$ cat src/rtl/loader_pkg.sv
// Shared types and default widths for the program loader and its run timer.
package loader_pkg;

    typedef enum logic [2:0] {
        IDLE,
        LOAD,
        REL,
        REQ,
        RUN,
        FIN,
        ERR
    } ldr_state_t;

    localparam int D_DEF  = 12;
    localparam int W_DEF  = 9;
    localparam int CW_DEF = 16;

endpackage

$ cat src/rtl/run_timer.sv
// Saturating run-cycle counter. With PROG_LOADER_WATCHDOG_EN defined it also
// flags the counting cycle whose increment brings the count up to MAX_CYC.
module run_timer
    import loader_pkg::*;
#(
    parameter int CW = CW_DEF
`ifdef PROG_LOADER_WATCHDOG_EN
    ,
    parameter logic [CW-1:0] MAX_CYC = '1
`endif
) (
    input  logic          clk,
    input  logic          reset,
    input  logic          clear,
    input  logic          enable,
    output logic [CW-1:0] count
`ifdef PROG_LOADER_WATCHDOG_EN
    ,
    output logic          expired
`endif
);

    always_ff @(posedge clk) begin
        if (!reset) begin
            count <= '0;
        end else if (clear) begin
            count <= '0;
        end else if (enable && (count != '1)) begin
            count <= count + 1'b1;
        end
    end

`ifdef PROG_LOADER_WATCHDOG_EN
    // Asserted one cycle early so the FSM leaves RUN on the same edge that
    // the count lands on MAX_CYC.
    assign expired = enable && (count == CW'(MAX_CYC - 1'b1));
`endif

endmodule

$ cat src/rtl/prog_loader.sv
// Program loader and run sequencer: streams code into instruction memory with
// the core held in reset, then releases it, pulses req and times the run.
// Optional watchdog on the run phase: PROG_LOADER_WATCHDOG_EN.
//
// state | meaning
// ------+------------------------------------------------------------
// IDLE  | core held in reset, waiting for start
// LOAD  | accepting words, writing instruction memory
// REL   | core released from reset; last word is being written
// REQ   | one-cycle start request to the core, cycle count cleared
// RUN   | counting cycles until core_done (or watchdog expiry)
// FIN   | one-cycle finished pulse, core back into reset
// ERR   | overflow or timeout; core held in reset until next start
module prog_loader
    import loader_pkg::*;
#(
    parameter int D  = D_DEF,
    parameter int W  = W_DEF,
    parameter int CW = CW_DEF
`ifdef PROG_LOADER_WATCHDOG_EN
    ,
    parameter logic [CW-1:0] MAX_CYC = '1
`endif
) (
    input  logic          clk,
    input  logic          reset,
    input  logic          start,
    input  logic          ld_valid,
    input  logic [W-1:0]  ld_data,
    input  logic          ld_last,
    output logic          ld_ready,
    output logic          im_wr_en,
    output logic [D-1:0]  im_addr,
    output logic [W-1:0]  im_dat,
    output logic          core_rst,
    output logic          core_req,
    input  logic          core_done,
    output logic          busy,
    output logic          finished,
    output logic          timeout,
    output logic          overflow,
    output logic [CW-1:0] cycles
);

    ldr_state_t   state;
    ldr_state_t   state_nxt;
    logic [D-1:0] addr;
    logic         xfer;
    logic         addr_top;
    logic         start_ok;
    logic         cyc_clear;
    logic         cyc_en;
    logic         wd_hit;

    assign ld_ready = (state == LOAD);
    assign xfer     = ld_valid && ld_ready;
    assign addr_top = (addr == '1);
    assign start_ok = start && ((state == IDLE) || (state == ERR));

    run_timer #(
        .CW      (CW)
`ifdef PROG_LOADER_WATCHDOG_EN
        ,
        .MAX_CYC (MAX_CYC)
`endif
    ) u_run_timer (
        .clk     (clk),
        .reset   (reset),
        .clear   (cyc_clear),
        .enable  (cyc_en),
        .count   (cycles)
`ifdef PROG_LOADER_WATCHDOG_EN
        ,
        .expired (wd_hit)
`endif
    );

`ifndef PROG_LOADER_WATCHDOG_EN
    assign wd_hit = 1'b0;
`endif

    always_comb begin
        state_nxt = state;
        core_rst  = 1'b1;
        core_req  = 1'b0;
        busy      = 1'b0;
        finished  = 1'b0;
        cyc_clear = 1'b0;
        cyc_en    = 1'b0;
        unique case (state)
            IDLE, ERR: begin
                if (start) begin
                    state_nxt = LOAD;
                    cyc_clear = 1'b1;
                end
            end
            LOAD: begin
                busy = 1'b1;
                if (xfer) begin
                    if (ld_last) begin
                        state_nxt = REL;
                    end else if (addr_top) begin
                        state_nxt = ERR;
                    end
                end
            end
            REL: begin
                busy      = 1'b1;
                core_rst  = 1'b0;
                state_nxt = REQ;
            end
            REQ: begin
                busy      = 1'b1;
                core_rst  = 1'b0;
                core_req  = 1'b1;
                cyc_clear = 1'b1;
                state_nxt = RUN;
            end
            RUN: begin
                busy     = 1'b1;
                core_rst = 1'b0;
                cyc_en   = 1'b1;
                // done takes priority over a simultaneous watchdog hit
                if (core_done) begin
                    state_nxt = FIN;
                end else if (wd_hit) begin
                    state_nxt = ERR;
                end
            end
            FIN: begin
                finished  = 1'b1;
                state_nxt = IDLE;
            end
            default: begin
                state_nxt = IDLE;
            end
        endcase
    end

    always_ff @(posedge clk) begin
        if (!reset) begin
            state    <= IDLE;
            addr     <= '0;
            im_wr_en <= 1'b0;
            im_addr  <= '0;
            im_dat   <= '0;
            overflow <= 1'b0;
        end else begin
            state    <= state_nxt;
            im_wr_en <= xfer;
            if (xfer) begin
                im_addr <= addr;
                im_dat  <= ld_data;
                addr    <= addr + 1'b1;
            end
            if (start_ok) begin
                addr     <= '0;
                overflow <= 1'b0;
            end else if (xfer && addr_top && !ld_last) begin
                overflow <= 1'b1;
            end
        end
    end

`ifdef PROG_LOADER_WATCHDOG_EN
    always_ff @(posedge clk) begin
        if (!reset) begin
            timeout <= 1'b0;
        end else if (start_ok) begin
            timeout <= 1'b0;
        end else if ((state == RUN) && !core_done && wd_hit) begin
            timeout <= 1'b1;
        end
    end
`else
    assign timeout = 1'b0;
`endif

endmodule

$ cat config.mk
export PLATFORM = sky130hd
export DESIGN_NAME = prog_loader
export DESIGN_NICKNAME = d
export VERILOG_FILES = /design/src/rtl/loader_pkg.sv /design/src/rtl/run_timer.sv /design/src/rtl/prog_loader.sv
export SDC_FILE = /design/constraint.sdc
export NUM_CORES = 1
export LEC_CHECK = 0
export CAP_MARGIN = 0
export CORE_MARGIN = 2
export CORE_UTILIZATION = 49
export DETAILED_ROUTE_END_ITERATION = 16
export MAX_ROUTING_LAYER = met4
export PLACE_DENSITY_LB_ADDON = 0.1
export SLEW_MARGIN = 5
export SYNTH_ARGS = -nofsm -noshare
export SYNTH_HDL_FRONTEND = slang
export SYNTH_SLANG_ARGS = --single-unit
$ cat constraint.sdc
create_clock -name clk -period 3.2 [get_ports clk]
set_clock_uncertainty 0.2 [all_clocks]
set_input_delay 0.48 -clock clk [delete_from_list [all_inputs] [get_ports clk]]
set_output_delay 0.48 -clock clk [all_outputs]
set_load 0.05 [all_outputs]
Word-level counts from Yosys, hierarchy flattened
Cells that the tools add are included.
Widths: inputs -> output; s select.
{"block": "classes", "add_sub_neg": 2, "n_eq_ne": 12, "muxes": 13, "bitwise": 1, "reduce_logical": 14}
{"cell": "$add 16x1->16 const B", "n": 1}
{"cell": "$ne 16x16->1 const B", "n": 1}
{"cell": "$mux 3", "n": 5}
{"cell": "$pmux 3 s5", "n": 1}
{"cell": "$add 12x1->12 const B", "n": 1}
{"cell": "$eq 12x12->1 const B", "n": 1}
{"cell": "$eq 3x3->1 const B", "n": 3}
{"cell": "$eq 3x2->1 const B", "n": 2}
{"cell": "$mux 1", "n": 6}
{"cell": "$reduce_or 2->1", "n": 3}
{"cell": "$logic_and 1x1->1", "n": 5}
{"cell": "$ne 2x2->1 const B", "n": 2}
{"cell": "$reduce_and 4->1", "n": 1}
{"cell": "$reduce_or 4->1", "n": 1}
{"cell": "$eq 3x1->1 const B", "n": 1}
{"cell": "$logic_not 3->1", "n": 1}
{"cell": "$ne 3x2->1 const B", "n": 1}
{"cell": "$reduce_or 3->1", "n": 1}
{"cell": "$ne 2x1->1 const B", "n": 1}
{"cell": "$pmux 1 s2", "n": 1}
{"cell": "$logic_not 1->1", "n": 1}
{"cell": "$logic_or 1x1->1", "n": 1}
{"cell": "$not 1->1", "n": 1}
{"block": "word_totals", "reg_bits": 54, "input_bits": 15, "word_cells": 49}

Longest topological paths before layout
Gate-level depths: netlist of run 1.
{"block": "logic_depth", "depth_word": 5, "mapped_depth": 6, "depth_no_buf": 5}

Cells and area by module
From an unflattened synthesis of run 1, not the netlist that was laid out.
{"block": "hier_totals", "hier_cells": 289, "hier_area_um2": 2570.0}
{"mod": "prog_loader", "n_inst": 1, "cells_per_inst": 198, "area_per_inst_um2": 1705.4, "seq_area_each_um2": 760.7}
{"mod": "run_timer", "n_inst": 1, "cells_per_inst": 91, "area_per_inst_um2": 864.6, "seq_area_each_um2": 320.3}

Worst setup path before layout of run 1
OpenSTA, ideal clock, no wires.
{"block": "synth_path", "kind": "reg-to-reg", "startpoint": "register u_run_timer.count[3]", "endpoint": "register u_run_timer.count[15]", "setup_ps": 70, "arrival_time_ps": 2164, "required_ps": 2930, "setup_slack_ps": 766, "stages_incl_launch_ff": 6, "period_less_slack_ps": 2434, "path_cell_list": "dfxtp_1 -> nand3_1 -> or4_1 -> buf_2 -> or4_1 -> a21oi_1"}
{"block": "synth_between", "elab_chain_len": 2}
{"item": "start: declaration", "line_no": "run_timer.sv:16", "text": "output logic [CW-1:0] count"}
{"item": "start signal: assignment", "line_no": "run_timer.sv:29", "text": "count <= count + 1'b1;"}
{"item": "branches (longest 2 deep; another with $add 16x1->16)"}
Parallel ways; which one is timed is not known.
A chain may end at the register's enable or synchronous reset.

Worst setup path after layout of run 1
{"block": "layout_path", "startpoint": "register state[2]", "endpoint": "output port core_rst"}
{"block": "layout_between", "elab_chain_len": 3}
{"item": "start: declaration", "line_no": "prog_loader.sv:45", "text": "ldr_state_t state;"}
{"item": "start signal: assignment", "line_no": "prog_loader.sv:149", "text": "state <= state_nxt;"}
{"item": "$eq 3x3->1 / $eq 3x2->1 (equally long branches)", "line_no": "prog_loader.sv:90", "text": "unique case (state)"}
{"item": "$reduce_or 3->1 (no source line) (*)"}
{"item": "$mux 1 (*)", "line_no": "prog_loader.sv:90"}
{"item": "end: declaration", "line_no": "prog_loader.sv:35", "text": "output logic core_rst,"}
Mark *: on every way between the ends. The rest lies on a longest branch, timed or not.

==> out/qor.yml, run 1 <==
logic_synthesis:
  syn_area_per_cell_um2: 7.99
  synth.top_cells.by_area: "dfxtp_1 45%, nand2_1 9.2%, a21oi_1 8.5%"
  ys_warn_count: 0
  async_reset_ff_frac: 0
  yosysMostFrequentCell: "nand2_1"
  netlist_instances: 301
  synth-seq-cells: 54
  syn_nets: 318
  synth_enable_flop_cells: 0
  yosysUniqueCellTypes: 44
  ys_seq_area_frac: 0.450
  syn_area_um2: 2400
  synth_top_area_cell: "dfxtp_1"
  synth_ff_type: "dfxtp_1"
  synth_top_area_share: 0.450
  yosys-top-cells-count: "59 x nand2_1, 54 x dfxtp_1, 41 x a21oi_1"
min_path:
  hold_start: "im_addr[4]"
  hold_path.class: "flop to flop"
clock_network:
  path_clk_slew_ps: 100
  cts_sinks: 54
  clk_path_buf_depth: 2
  cts_buffers: 5
  clk_latency_ps: 290
  cts_tree: "yes"
  cts.hold.buffers_added: 0
  cts_setup_buffers: 0
  cts-htree-levels: 2
  cts-root-buf: "clkbuf_8"
  cts-resized-gates: 0
global_route:
  grt_pass1_wl_mm: 8.80
  grt_use_total: 0.203
  grt_remaining_overflow: 0
  grt_max_degree: 30
  antenna_found_initial: 0
  grt_pass1_vias: 2060
cells_and_area:
  drive_gt1_frac: 0.0369
  antenna_cells: 0
  nNetsFinal: 368
  area_growth_pct: 32.2
  fin_util: 0.673
sta:
  hold_viol_final: 0
  maxSlewHeadroom: 0.587
  rsz0062_at_grt: "no"
  worst_pin_slew_ps: 614
  fmaxAchievable_mhz: 346
  setup_tns_ps: 0
  setup_viol: 0
  period_minus_slack_ps: 2890
  drv_slew: 0
  min_period_over_period: 0.903
critical_path:
  critPathMaxStageDelay_ps: 720
  cp-start-kind: "flop"
  cp_max_fo: 13
  crit-reg2reg-launch: "state[2]"
  cp.required_ps: 2520
  crit_type: "flop to primary output"
  crit_chain: "nor3b_1 > a21oi_1 > clkdlybuf4s50_1"
  end_kind: "primary output"
  cp_slowest_cell: "clkdlybuf4s50_1"
  arrival_ps: 2210
  startpoint: "state[2]"
routing:
  num_vias: 2292
  drt_pass1_iterations: 4
  drc: 0
  routed_via_density: 5.47
  avgRoutedWirePerCell_um: 12.6
  drt-total-wl_mm: 5.29
  antenna_left: 0
  drt-initial-drc-count: 123
die:
  die_w_um: 74.0
  io_pins: 60
  rows: 25
  start_util: 0.509
  core_area_um2: 4720
  die_area_um2: 5480
  fp.dieH_um: 74.0
place:
  dpl.hpwl_mm: 3.86
  routabilityCongestion: 0.858
  io_buffers: 58
power_and_ir_drop:
  leakage_uw: 0.000969
  peakVddDrop_mv: 0.341
  p_per_area_nw_per_um2: 443
  power_uw: 1410
status:
  status: "finished clean"
job:
  drv_cap: 0
[layout make-up]
type,instances,area (um2)
clock buffer,6,82.6
clock inverter,2,60.1
fill,390,1550
inverter,5,18.8
multi-input combinational,223,1240
sequential,54,1080
tap,67,83.8
timing repair buffer,62,611
[worst paths after layout]
check,cells past startpoint,slack (ps),end
worst max register to register,4,470,u_run_timer.count[13]
worst min register to register,2,260,im_addr[4]
worst max-delay path,3,310,core_rst
worst min-delay path,2,260,im_addr[4]
[layout by cell type, fill, tap and decap left out, drive strengths merged, types with 2 or more instances in the layout]
master,count
a21oi,41
o31ai,7
bufinv,2
ha,2
nor2,15
o21ai,8
o211ai,2
xnor2,9
nand3,7
nand2,59
nor3,9
clkbuf,6
inv,4
xor2,2
or3,9
buf,4
clkdlybuf4s50,58
and3,3
nor4,8
nand4,12
or4,7
or2,3
a211oi,2
dfxtp,54
[worst max-delay path: cells and delay by family (launching register included)]
kind,cells,cell delay [ps]
buffers and inverters,1,720
DFF,1,600
and+or+nand+nor,1,500
AOI/OAI and AO/OA,1,90
[registers in the layout, indices dropped and copies added, names as in the netlist]
signal,cells
addr,12
im_addr,12
im_dat,9
im_wr_en,1
overflow,1
state,3
u_run_timer.count,16
[routing by layer]
metal / wire (um) / up-vias / share of wire / global-route usage
li1: - / 1174 / - / -
met1: 2390 / 1071 / 0.45 / 0.247
met2: 2700 / 45 / 0.51 / 0.351
met3: 179 / 2 / 0.034 / 0.0312
met4: 19 / 0 / 0.0036 / 0.0525
met5: 0 / - / 0 / -
[report_power, final]
part	internal (uW)	switching (uW)	total (uW)	leakage [uW]
Clock	334	216	550	0.0000714
Sequential	682	13.4	696	0.000436
Combinational	59.4	103	162	0.000462
Total	1080	332	1410	0.000969
[per-stage QoR]
step | instances | area, um2 | worst slack, ps | hold WS [ps]
6_report | 419 | 3180 | 310 | 257
5_1_grt | 419 | 3180 | 112 | 284
3_3_place_gp | 411 | 3030 | 564 | 242
4_1_cts | 419 | 3180 | 287 | 260
2_1_floorplan | 301 | 2400 | 766 | 250
3_5_place_dp | 411 | 3030 | 495 | 247
[cell families (layout without fill, tap and decap cells)]
group / Yosys count / count (layout) / share of synthesized area
AOI/OAI and AO/OA: 67 / 67 / 0.159
xor gates and xnor gates: 11 / 11 / 0.0401
and+or+nand+nor: 141 / 141 / 0.295
muxes: 1 / 1 / 0.00416
buffers and inverters: 24 / 75 / 0.0406
adders and majority gates: 2 / 2 / 0.0104
DFF: 54 / 54 / 0.450
other: 1 / 1 / 0.00156
No activity file was read; power rests on OpenSTA's default activity.
==> inputs of run 2 (changes only) <==
--- a/config.mk
+++ b/config.mk
@@ -11,6 +11,7 @@
 export DETAILED_ROUTE_END_ITERATION = 16
 export MAX_ROUTING_LAYER = met4
 export PLACE_DENSITY_LB_ADDON = 0.1
+export SETUP_SLACK_MARGIN = 0.3
 export SLEW_MARGIN = 5
 export SYNTH_ARGS = -nofsm -noshare
 export SYNTH_HDL_FRONTEND = slang
==> run 2 against run 1 <==
Sequential power about the same. Highest routed layer unchanged. Critical path depth is the same. Register-to-register slack about the same. Largest cell class unchanged. Non-clock buffer count unchanged.
==> out/qor.yml, run 2 (same netlist as run 1, synthesis figures left out) <==
cells_and_area:
  largest_reg_flops: 16  # unchanged
  antenna_cells: 0  # unchanged
  area_growth_pct: 32.4
  top_register: "u_run_timer.count"
  drive_gt1_frac: 0.0398  # +0.00284
  nNetsFinal: 368  # unchanged
  reg_top3: "u_run_timer.count: 16 flops, addr: 12 flops, im_addr: 12 flops"
  final_common_cell: "nand2_1"
  design_area_um2: 3180  # +0.16%
  fin_cells: 419  # unchanged
  layout_common_cells: "59 x nand2_1, 58 x clkdlybuf4s50_1, 54 x dfxtp_1"
die:
  core_area_um2: 4720  # unchanged
  die_w_um: 74.0  # unchanged
  rows: 25  # unchanged
  io_pins: 60  # unchanged
  start_util: 0.509  # unchanged
  die_area_um2: 5480  # unchanged
  fp.dieH_um: 74.0  # unchanged
clock_network:
  path_clk_slew_ps: 100  # about the same
  cts-htree-levels: 2  # unchanged
  cts_buffers: 5  # unchanged
  cts_sinks: 54  # unchanged
  clk_latency_ps: 290  # about the same
  cts_tree: "yes"
  cts-root-buf: "clkbuf_8"
  clk_path_buf_depth: 2  # unchanged
global_route:
  grt_pass1_wl_mm: 8.74  # -0.63%
  grt_remaining_overflow: 0  # unchanged
  grt_use_total: 0.202  # -0.00117
  grt_max_degree: 30  # unchanged
  antenna_found_initial: 0  # unchanged
  grt_pass1_vias: 2062  # +0.097%
sta:
  min_period_over_period: 0.866  # -0.0368
  setup_tns_ps: 0  # unchanged
  maxSlewHeadroom: 0.588  # +0.00109
  hold_viol_final: 0  # unchanged
  period_minus_slack_ps: 2770  # -118 ps
  worst_pin_slew_ps: 613  # -1.62 ps
  rsz0062_at_grt: "no"
  setup_viol: 0  # unchanged
  fmaxAchievable_mhz: 361  # +4.3%
  drv_slew: 0  # unchanged
routing:
  drt-total-wl_mm: 5.33  # +0.66%
  avgRoutedWirePerCell_um: 12.7  # +0.66%
  drt_pass1_iterations: 4  # unchanged
  drc: 0  # unchanged
  antenna_left: 0  # unchanged
  drt-initial-drc-count: 119  # -3.3%
  num_vias: 2286  # -0.26%
  routed_via_density: 5.46  # -0.26%
critical_path:
  arrival_ps: 2090  # -120 ps
  cp-start-kind: "flop"
  cp_max_fo: 13  # unchanged
  crit_type: "flop to primary output"
  cp.required_ps: 2520  # about the same
  rrSetupSlack_ps: 460  # about the same
  end_kind: "primary output"
place:
  dpl.hpwl_mm: 3.86  # unchanged
  routabilityCongestion: 0.858  # unchanged
  placed_area_um2: 3030  # unchanged
  place_inst: 411  # unchanged
  io_buffers: 58  # unchanged
power_and_ir_drop:
  leakage_uw: 0.000972  # +0.34%
  peakVddDrop_mv: 0.340  # -0.37%
  p_per_area_nw_per_um2: 442  # -0.23%
min_path:
  hold_path.class: "flop to flop"
job:
  drv_cap: 0  # unchanged
status:
  status: "finished clean"
run 2: cell counts in the layout (fill, tap and decap cells not counted):
Identical to the previous run, type by type.
run 2: power breakdown:
part	leakage [uW]	switching, uW	internal (uW)
clock	0.0000714	214	334
combinational	0.000465	103	59.5
sequential	0.000436	14.2	682
run 2: stage by stage:
stage / setup slack [ps] / utilization / power (uW) / hold WS (ps)
after floorplan: 766 / - / 815 / 250
after CTS: 426 / 0.674 / 1420 / 260
after detailed placement: 495 / 0.642 / 876 / 247
after global routing: 305 / 0.674 / 1450 / 284
after global placement: 564 / 0.642 / 873 / 242
final: 428 / 0.674 / 1410 / 256
run 2: area by class of cell:
cell class | instances | area [um2]
Fill cell | 389 | 1540
Clock buffer | 6 | 82.6
Sequential cell | 54 | 1080
Timing Repair Buffer | 62 | 611
Multi-Input combinational cell | 223 | 1240
Tap cell | 67 | 83.8
Clock inverter | 2 | 60.1
Inverter | 5 | 18.8
run 2: critical path: stages, from the launching register on:
cell,delay [ps]
dfxtp_1,620
nor3b_2,380
a21oi_1,80
clkdlybuf4s50_1,720
run 2: layer usage:
metal / track usage / part of all wire / vias up
li1: - / - / 1175
met1: 0.247 / 0.45 / 1070
met2: 0.347 / 0.51 / 39
met3: 0.0312 / 0.030 / 2
met4: 0.0525 / 0.0036 / 0
met5: - / 0 / -
run 2: final timing paths:
| kind | from | to | cells after the start |
|---|---|---|---|
| min reg2reg | im_addr[4] | im_addr[4] | 2 |
| max reg2reg | state[2] | u_run_timer.count[13] | 4 |
| min | im_addr[4] | im_addr[4] | 2 |
| max | state[2] | core_rst | 3 |
run 2: repair_timing:
action | 4_1_cts | 5_1_grt
gates resized for setup | 1 | 0
setup endpoints to repair | 1 | 0
hold buffers | 0 | 0
setup buffers | 0 | 0
==> inputs of run 3 (changes only) <==
--- a/config.mk
+++ b/config.mk
@@ -5,6 +5,7 @@
 export SDC_FILE = /design/constraint.sdc
 export NUM_CORES = 1
 export LEC_CHECK = 0
+export ABC_AREA = 0
 export CAP_MARGIN = 0
 export CORE_MARGIN = 2
 export CORE_UTILIZATION = 49
==> results of run 3 <==
The final DEF is identical to that of run 2; final timing and power are the same.
